<file path="src/rtl/poker_pkg.sv">
// Shared constants and state encoding for the five-card-draw round controller.
package poker_pkg;

    localparam int DECK_SIZE = 52;
    localparam int HAND_SIZE = 5;
    localparam int NUM_CARDS = 10;
    localparam int CARD_W    = 6;

    // Galois form of x^16 + x^14 + x^13 + x^11 + 1 (maximal length)
    localparam logic [15:0] LFSR_TAPS = 16'hB400;

    typedef enum logic [1:0] {
        IDLE,
        DRAW,
        SETTLE,
        RESULT
    } state_t;

endpackage

</file>
<file path="src/rtl/poker_round_ctrl_if.sv">
// Signal bundle between the round controller, the UI side and the hand comparator.
// Tally counters are present only when POKER_TALLY_EN is defined.
interface poker_round_ctrl_if;

    logic        start;
    logic        seed_we;
    logic [15:0] seed;
    logic [29:0] hand_a;
    logic [29:0] hand_b;
    logic        cmp_win;
    logic        cmp_tie;
    logic        busy;
    logic        res_valid;
    logic        res_ready;
    logic        a_wins;
    logic        b_wins;
    logic        tie;
`ifdef POKER_TALLY_EN
    logic [15:0] tally_a;
    logic [15:0] tally_b;
    logic [15:0] tally_tie;

    modport master (
        output start, seed_we, seed, cmp_win, cmp_tie, res_ready,
        input  hand_a, hand_b, busy, res_valid, a_wins, b_wins, tie,
        input  tally_a, tally_b, tally_tie
    );

    modport slave (
        input  start, seed_we, seed, cmp_win, cmp_tie, res_ready,
        output hand_a, hand_b, busy, res_valid, a_wins, b_wins, tie,
        output tally_a, tally_b, tally_tie
    );
`else
    modport master (
        output start, seed_we, seed, cmp_win, cmp_tie, res_ready,
        input  hand_a, hand_b, busy, res_valid, a_wins, b_wins, tie
    );

    modport slave (
        input  start, seed_we, seed, cmp_win, cmp_tie, res_ready,
        output hand_a, hand_b, busy, res_valid, a_wins, b_wins, tie
    );
`endif

endinterface

</file>
<file path="src/rtl/card_lfsr.sv">
// Free-running Galois LFSR supplying candidate cards; a zero seed is replaced by
// the default so the register can never lock up.
module card_lfsr
    import poker_pkg::*;
#(
    parameter int                LFSR_W       = 16,
    parameter logic [LFSR_W-1:0] TAPS         = LFSR_W'(LFSR_TAPS),
    parameter logic [LFSR_W-1:0] SEED_DEFAULT = LFSR_W'(16'hACE1)
) (
    input  logic              clk,
    input  logic              rst,
    input  logic              load,
    input  logic [LFSR_W-1:0] seed,
    output logic [CARD_W-1:0] card
);

    logic [LFSR_W-1:0] lfsr;

    always_ff @(posedge clk or posedge rst) begin
        if (rst) begin
            lfsr <= SEED_DEFAULT;
        end else if (load) begin
            lfsr <= (seed == '0) ? SEED_DEFAULT : seed;
        end else begin
            lfsr <= (lfsr >> 1) ^ (lfsr[0] ? TAPS : '0);
        end
    end

    assign card = lfsr[CARD_W-1:0];

endmodule

</file>
<file path="src/rtl/poker_round_ctrl.sv">
// Deals two five-card hands from an LFSR, waits for the comparator to settle,
// latches the outcome and offers it over valid/ready. Optional tallies: POKER_TALLY_EN.
module poker_round_ctrl
    import poker_pkg::*;
#(
    parameter int                SETTLE_CYCLES = 4,
    parameter int                LFSR_W        = 16,
    parameter logic [LFSR_W-1:0] SEED_DEFAULT  = LFSR_W'(16'hACE1)
) (
    input  logic               clk,
    input  logic               rst,
    poker_round_ctrl_if.slave  bus
);

    localparam int              CNT_W    = (SETTLE_CYCLES > 1) ? $clog2(SETTLE_CYCLES) : 1;
    localparam logic [CNT_W-1:0] CNT_LAST = CNT_W'(SETTLE_CYCLES - 1);
    localparam logic [3:0]       IDX_LAST = 4'(NUM_CARDS - 1);

    state_t                      state;
    state_t                      state_nxt;
    logic [CARD_W-1:0]           cand;
    logic [63:0]                 used;
    logic [NUM_CARDS*CARD_W-1:0] cards;
    logic [3:0]                  idx;
    logic [CNT_W-1:0]            cnt;
    logic                        a_wins_q;
    logic                        b_wins_q;
    logic                        tie_q;
    logic                        cand_ok;
    logic                        accept;
    logic                        clear_round;
    logic                        settle_done;
    logic                        handshake;

    card_lfsr #(
        .LFSR_W       (LFSR_W),
        .TAPS         (LFSR_W'(LFSR_TAPS)),
        .SEED_DEFAULT (SEED_DEFAULT)
    ) u_lfsr (
        .clk  (clk),
        .rst  (rst),
        .load (bus.seed_we),
        .seed (LFSR_W'(bus.seed)),
        .card (cand)
    );

    // used is 64 wide so any 6-bit candidate indexes it; bits 52..63 stay clear
    assign cand_ok = (cand < CARD_W'(DECK_SIZE)) && !used[cand];

    always_ff @(posedge clk or posedge rst) begin
        if (rst) begin
            state <= IDLE;
        end else begin
            state <= state_nxt;
        end
    end

    always_comb begin
        state_nxt   = state;
        accept      = 1'b0;
        clear_round = 1'b0;
        settle_done = 1'b0;
        handshake   = 1'b0;
        case (state)
            IDLE: begin
                if (bus.start) begin
                    state_nxt   = DRAW;
                    clear_round = 1'b1;
                end
            end
            DRAW: begin
                if (cand_ok) begin
                    accept = 1'b1;
                    if (idx == IDX_LAST) begin
                        state_nxt = SETTLE;
                    end
                end
            end
            SETTLE: begin
                if (cnt == CNT_LAST) begin
                    settle_done = 1'b1;
                    state_nxt   = RESULT;
                end
            end
            RESULT: begin
                if (bus.res_ready) begin
                    handshake = 1'b1;
                    if (bus.start) begin
                        state_nxt   = DRAW;
                        clear_round = 1'b1;
                    end else begin
                        state_nxt = IDLE;
                    end
                end
            end
            default: state_nxt = IDLE;
        endcase
    end

    // Slots left over from the previous round persist until overwritten
    always_ff @(posedge clk or posedge rst) begin
        if (rst) begin
            used     <= '0;
            cards    <= '0;
            idx      <= '0;
            cnt      <= '0;
            a_wins_q <= 1'b0;
            b_wins_q <= 1'b0;
            tie_q    <= 1'b0;
        end else begin
            if (clear_round) begin
                used <= '0;
                idx  <= '0;
            end else if (accept) begin
                used[cand]                   <= 1'b1;
                cards[idx*CARD_W +: CARD_W]  <= cand;
                idx                          <= idx + 4'd1;
            end
            if (state != SETTLE || settle_done) begin
                cnt <= '0;
            end else begin
                cnt <= cnt + 1'b1;
            end
            if (settle_done) begin
                a_wins_q <= bus.cmp_win & ~bus.cmp_tie;
                b_wins_q <= ~bus.cmp_win;
                tie_q    <= bus.cmp_tie;
            end
        end
    end

    assign bus.hand_a    = cards[HAND_SIZE*CARD_W-1:0];
    assign bus.hand_b    = cards[NUM_CARDS*CARD_W-1:HAND_SIZE*CARD_W];
    assign bus.busy      = (state == DRAW) || (state == SETTLE);
    assign bus.res_valid = (state == RESULT);
    assign bus.a_wins    = a_wins_q;
    assign bus.b_wins    = b_wins_q;
    assign bus.tie       = tie_q;

`ifdef POKER_TALLY_EN
    logic [15:0] tally_a_q;
    logic [15:0] tally_b_q;
    logic [15:0] tally_tie_q;

    function automatic logic [15:0] sat_inc(input logic [15:0] v);
        return (v == 16'hFFFF) ? v : v + 16'd1;
    endfunction

    always_ff @(posedge clk or posedge rst) begin
        if (rst) begin
            tally_a_q   <= '0;
            tally_b_q   <= '0;
            tally_tie_q <= '0;
        end else if (handshake) begin
            if (a_wins_q) tally_a_q   <= sat_inc(tally_a_q);
            if (b_wins_q) tally_b_q   <= sat_inc(tally_b_q);
            if (tie_q)    tally_tie_q <= sat_inc(tally_tie_q);
        end
    end

    assign bus.tally_a   = tally_a_q;
    assign bus.tally_b   = tally_b_q;
    assign bus.tally_tie = tally_tie_q;
`else
    logic unused_handshake;
    assign unused_handshake = handshake;
`endif

endmodule

</file>
<file path="src/flat_wrapper.sv">
// flat-port wrapper written by rule: the top's interface ports become plain ports
module poker_round_ctrl_flat import poker_pkg::*;
#(
    parameter int                SETTLE_CYCLES = 4,
    parameter int                LFSR_W        = 16,
    parameter logic [LFSR_W-1:0] SEED_DEFAULT  = LFSR_W'(16'hACE1)
)
  (clk, rst, bus_start, bus_seed_we, bus_seed, bus_cmp_win, bus_cmp_tie, bus_res_ready, bus_hand_a, bus_hand_b, bus_busy, bus_res_valid, bus_a_wins, bus_b_wins, bus_tie);
  poker_round_ctrl_if bus_i ();
  input  logic clk;
  input  logic rst;
  input wire logic [$bits(bus_i.start)-1:0] bus_start;
  input wire logic [$bits(bus_i.seed_we)-1:0] bus_seed_we;
  input wire logic [$bits(bus_i.seed)-1:0] bus_seed;
  input wire logic [$bits(bus_i.cmp_win)-1:0] bus_cmp_win;
  input wire logic [$bits(bus_i.cmp_tie)-1:0] bus_cmp_tie;
  input wire logic [$bits(bus_i.res_ready)-1:0] bus_res_ready;
  output wire logic [$bits(bus_i.hand_a)-1:0] bus_hand_a;
  output wire logic [$bits(bus_i.hand_b)-1:0] bus_hand_b;
  output wire logic [$bits(bus_i.busy)-1:0] bus_busy;
  output wire logic [$bits(bus_i.res_valid)-1:0] bus_res_valid;
  output wire logic [$bits(bus_i.a_wins)-1:0] bus_a_wins;
  output wire logic [$bits(bus_i.b_wins)-1:0] bus_b_wins;
  output wire logic [$bits(bus_i.tie)-1:0] bus_tie;
  assign bus_i.start = bus_start;
  assign bus_i.seed_we = bus_seed_we;
  assign bus_i.seed = bus_seed;
  assign bus_i.cmp_win = bus_cmp_win;
  assign bus_i.cmp_tie = bus_cmp_tie;
  assign bus_i.res_ready = bus_res_ready;
  assign bus_hand_a = bus_i.hand_a;
  assign bus_hand_b = bus_i.hand_b;
  assign bus_busy = bus_i.busy;
  assign bus_res_valid = bus_i.res_valid;
  assign bus_a_wins = bus_i.a_wins;
  assign bus_b_wins = bus_i.b_wins;
  assign bus_tie = bus_i.tie;
  poker_round_ctrl #(.SETTLE_CYCLES(SETTLE_CYCLES), .LFSR_W(LFSR_W), .SEED_DEFAULT(SEED_DEFAULT)) u_core (.clk(clk), .rst(rst), .bus(bus_i));
endmodule
</file>
<file path="config.mk">
export PLATFORM = sky130hd
export DESIGN_NAME = poker_round_ctrl_flat
export DESIGN_NICKNAME = d
export VERILOG_FILES = /design/src/rtl/poker_pkg.sv /design/src/rtl/poker_round_ctrl_if.sv /design/src/rtl/card_lfsr.sv /design/src/rtl/poker_round_ctrl.sv /design/src/flat_wrapper.sv
export SDC_FILE = /design/constraint.sdc
export NUM_CORES = 1
export LEC_CHECK = 0
export CAP_MARGIN = 20
export CELL_PAD_IN_SITES_DETAIL_PLACEMENT = 1
export CELL_PAD_IN_SITES_GLOBAL_PLACEMENT = 1
export CORE_UTILIZATION = 44
export CTS_CLUSTER_DIAMETER = 50
export DETAILED_ROUTE_END_ITERATION = 6
export PLACE_DENSITY = 0.87
export SYNTH_ARGS = -nofsm -noshare
export SYNTH_HDL_FRONTEND = slang
export SYNTH_SLANG_ARGS = --single-unit
</file>
<file path="constraint.sdc">
create_clock -name clk -period 5.8 [get_ports clk]
set_input_delay 0.58 -clock clk [delete_from_list [all_inputs] [get_ports clk]]
set_output_delay 0.58 -clock clk [all_outputs]
set_load 0.1 [all_outputs]
</file>
==> metrics.md <==
| Metric | Value |
|---|---|
| Status | `completed` |
| Routed len/inst | `~24 µm` |
| Worst r2r src | `u_core.idx[1]` |
| Startpoint Class | `register` |
| Sequential area share after synthesis | `0.470` |
| Min-delay worst type | `reg2reg` |
| Drt via density | `around 6.2` |
| Mapped Avg Cell Area | `10.8 µm²` |
| Total number of vias | `6159` |
| Row cnt | `47` |
| Antenna violations before repair | `0` |
| Critical path peak fanout | `7` |
| Least-Margin Pin Slew | `1050 ps` |
| Yosys cell types | `between 70 and 80` |
| Flops & latches, synth | `approximately 140` |
| Yosys warns | `0` |
| Finish-stage setup viols | `0` |
| Post-synth EDFFs | `0` |
| Max_cap viols | `0` |
| Final Wtd Congestion | `~0.93` |
| GRT Total Usage | `0.280` |
| Final Hold Vio Count | `0` |
| Final net count | `794` |
| Most common cell after layout, fill and taps aside | `dfrtp_1` |
| Die span in x | `approximately 130 µm` |
| TritonCTS buffer count | `17` |
| Hpwl dp | `15.7 mm` |
| First-pass GRT wire length | `37.7 mm` |
| Initial DRC count | `just under 600` |
| Largest net degree at the start of global routing | `85` |
| CTS Root Cell | `clkbuf_16` |
| CTS clk-pin slew, worst paths | `about 60 ps` |
| Hold_buf cts | `0` |
| Post-CTS Setup Repair Bufs | `0` |
| Syn Inst Count | `around 690` |
| Vias in the first global route | `6617` |
| DRT Pass-1 Iters | `5` |
| Worst r2r path cells | `10` |
| N_diodes | `0` |
| Commonest non-fill, non-tap cells in the layout | `131 x dfrtp_1, 87 x clkdlybuf4s50_1, 67 x mux2_2` |
| CP arrival | `4550 ps` |
| DR DRC count | `0` |
| Worst R2R Setup Slack | `1570 ps` |
| Num Clock Sinks | `around 140` |
| Worst Setup Path Type | `reg2reg` |
| Share of synthesized flip-flops with an asynchronous set or reset | `1.00` |
| Met3 Track Usage GR | `0.0554` |
| # IOs | `88` |
| H-tree depth | `4` |
| Clk_lat worst skew | `430 ps` |
| Max-slew violations | `0` |
| Core ar. | `16500 µm²` |
| Post-CTS sizing | `0` |
| Initial Util | `0.449` |
| CTS Buffer Depth | `2` |
| Synth Flop Type | `dfrtp_1` |
| Worst r2r dst | `u_core.cards[0]` |
| Min Clock Period, post-route | `4230 ps` |
| Synthesized area | `7420 µm²` |
| Die Y-Extent | `132 µm` |
| Critical Path RT | `6120 ps` |
| Die ar. | `around 17000 µm²` |
| Most Used Layer, Global Route | `met2` |
| Worst slew margin | `0.303` |
| GR Util met1 | `0.357` |
| CP endpoint kind | `register` |
| Net Count, Synth | `725` |
| GRT overflow | `0` |
| Met2 Track Usage GR | `0.479` |
| Area Overhead vs Synth | `21.5%` |
| CP Capture Point | `u_core.cards[0]` |
| Port bufs | `87` |
| Routed WL | `23.3 mm` |
| Number of fill cells | `1754` |
| Setup_tns | `0 ps` |
| Max Freq | `0.236 GHz` |
| Fin crit share | `0.730` |
| RSZ-0062 raised after global routing | `no` |
| Layout Skew | `16.0 ps` |
| Antenna-violating nets left | `0` |
| CP Launch Point | `u_core.idx[1]` |
| Layout cells sized above 1 | `0.174` |
| CTS tree | `built` |
## state kept, by name (all words and copies together) (netlist names)
register / count
u_core.bus.a_wins: 1
u_core.bus.b_wins: 1
u_core.bus.tie: 1
u_core.cards: 60
u_core.cnt: 2
u_core.idx: 4
u_core.state: 2
u_core.u_lfsr.lfsr: 16
u_core.used: 52
## worst max-delay path, stage by stage, from the launching register on
cell     delay (ps)
dfrtp_1         410
ha_1            280
inv_1            90
fa_1            470
xor2_1          680
nor2_1          230
o21a_1          170
ha_1            330
nor4b_1         800
and4_1          340
mux2_2          340
## how the worst min path moves through the flow
| stage | start | to | slack, ps | cells past startpoint |
|---|---|---|---|---|
| floorplan | u_core.cnt[0] | u_core.cnt[0] | 410 | 1 |
| global placement | u_core.cnt[0] | u_core.cnt[0] | 420 | 1 |
| detailed placement | u_core.cnt[0] | u_core.cnt[0] | 450 | 1 |
| CTS | u_core.cnt[0] | u_core.cnt[0] | 460 | 1 |
| global route | u_core.cnt[0] | u_core.cnt[0] | 480 | 1 |
| finish | u_core.cnt[0] | u_core.cnt[0] | 460 | 1 |
## routing by layer
layer	wire (µm)	up-vias
met5	0	-
met4	472	0
met3	1090	45
met2	12100	210
met1	9670	3205
li1	-	2699
## cell type report
type / count / area, µm² / area share
clock buffer: 24 / 492 / 0.0545
clock inverter: 7 / 65.1 / 0.00721
inverter: 21 / 83.8 / 0.00929
multi-input combinational: 480 / 3650 / 0.405
sequential: 139 / 3490 / 0.387
tap: 220 / 275 / 0.0305
timing repair buffer: 98 / 966 / 0.107
## cell usage after synthesis, types with 9 or more instances
cell | n | share of area
mux2_2 | 67 | 0.10
ha_1 | 13 | 0.022
nand2b_1 | 11 | 0.0093
xnor2_1 | 9 | 0.011
nand2_1 | 49 | 0.025
nand3_1 | 27 | 0.018
a22o_1 | 9 | 0.011
mux2i_1 | 20 | 0.027
clkbuf_1 | 30 | 0.015
a32o_1 | 40 | 0.054
o21ai_0 | 30 | 0.020
nor2_1 | 41 | 0.021
nor3_1 | 16 | 0.011
a21oi_1 | 17 | 0.011
and3_1 | 14 | 0.012
dfrtp_1 | 131 | 0.44
inv_1 | 21 | 0.011
## cells by family after synthesis
group,Yosys count,share of synthesized area
xor+xnor,14,0.0184
compound gates,155,0.165
mux,91,0.138
flops,139,0.470
fa+ha+maj,14,0.0246
buf+inv,69,0.0389
simple gates,206,0.146
## stage by stage
| step | utilization | instances | setup slack, ps | hold WS, ps | cell area (µm²) |
|---|---|---|---|---|---|
| 5_1_grt | 0.546 | 989 | 1330 | 477 | 9020 |
| 3_5_place_dp | 0.511 | 957 | 1680 | 446 | 8450 |
| 6_report | 0.546 | 989 | 1570 | 456 | 9020 |
| 2_1_floorplan | - | 688 | 1510 | 410 | 7420 |
| 3_3_place_gp | 0.511 | 957 | 1890 | 419 | 8450 |
| 4_1_cts | 0.545 | 988 | 1650 | 458 | 9000 |
Power is left out: the tool's default activity adds up to more than one toggle a clock period on the data nets, which glitch-free logic cannot reach.
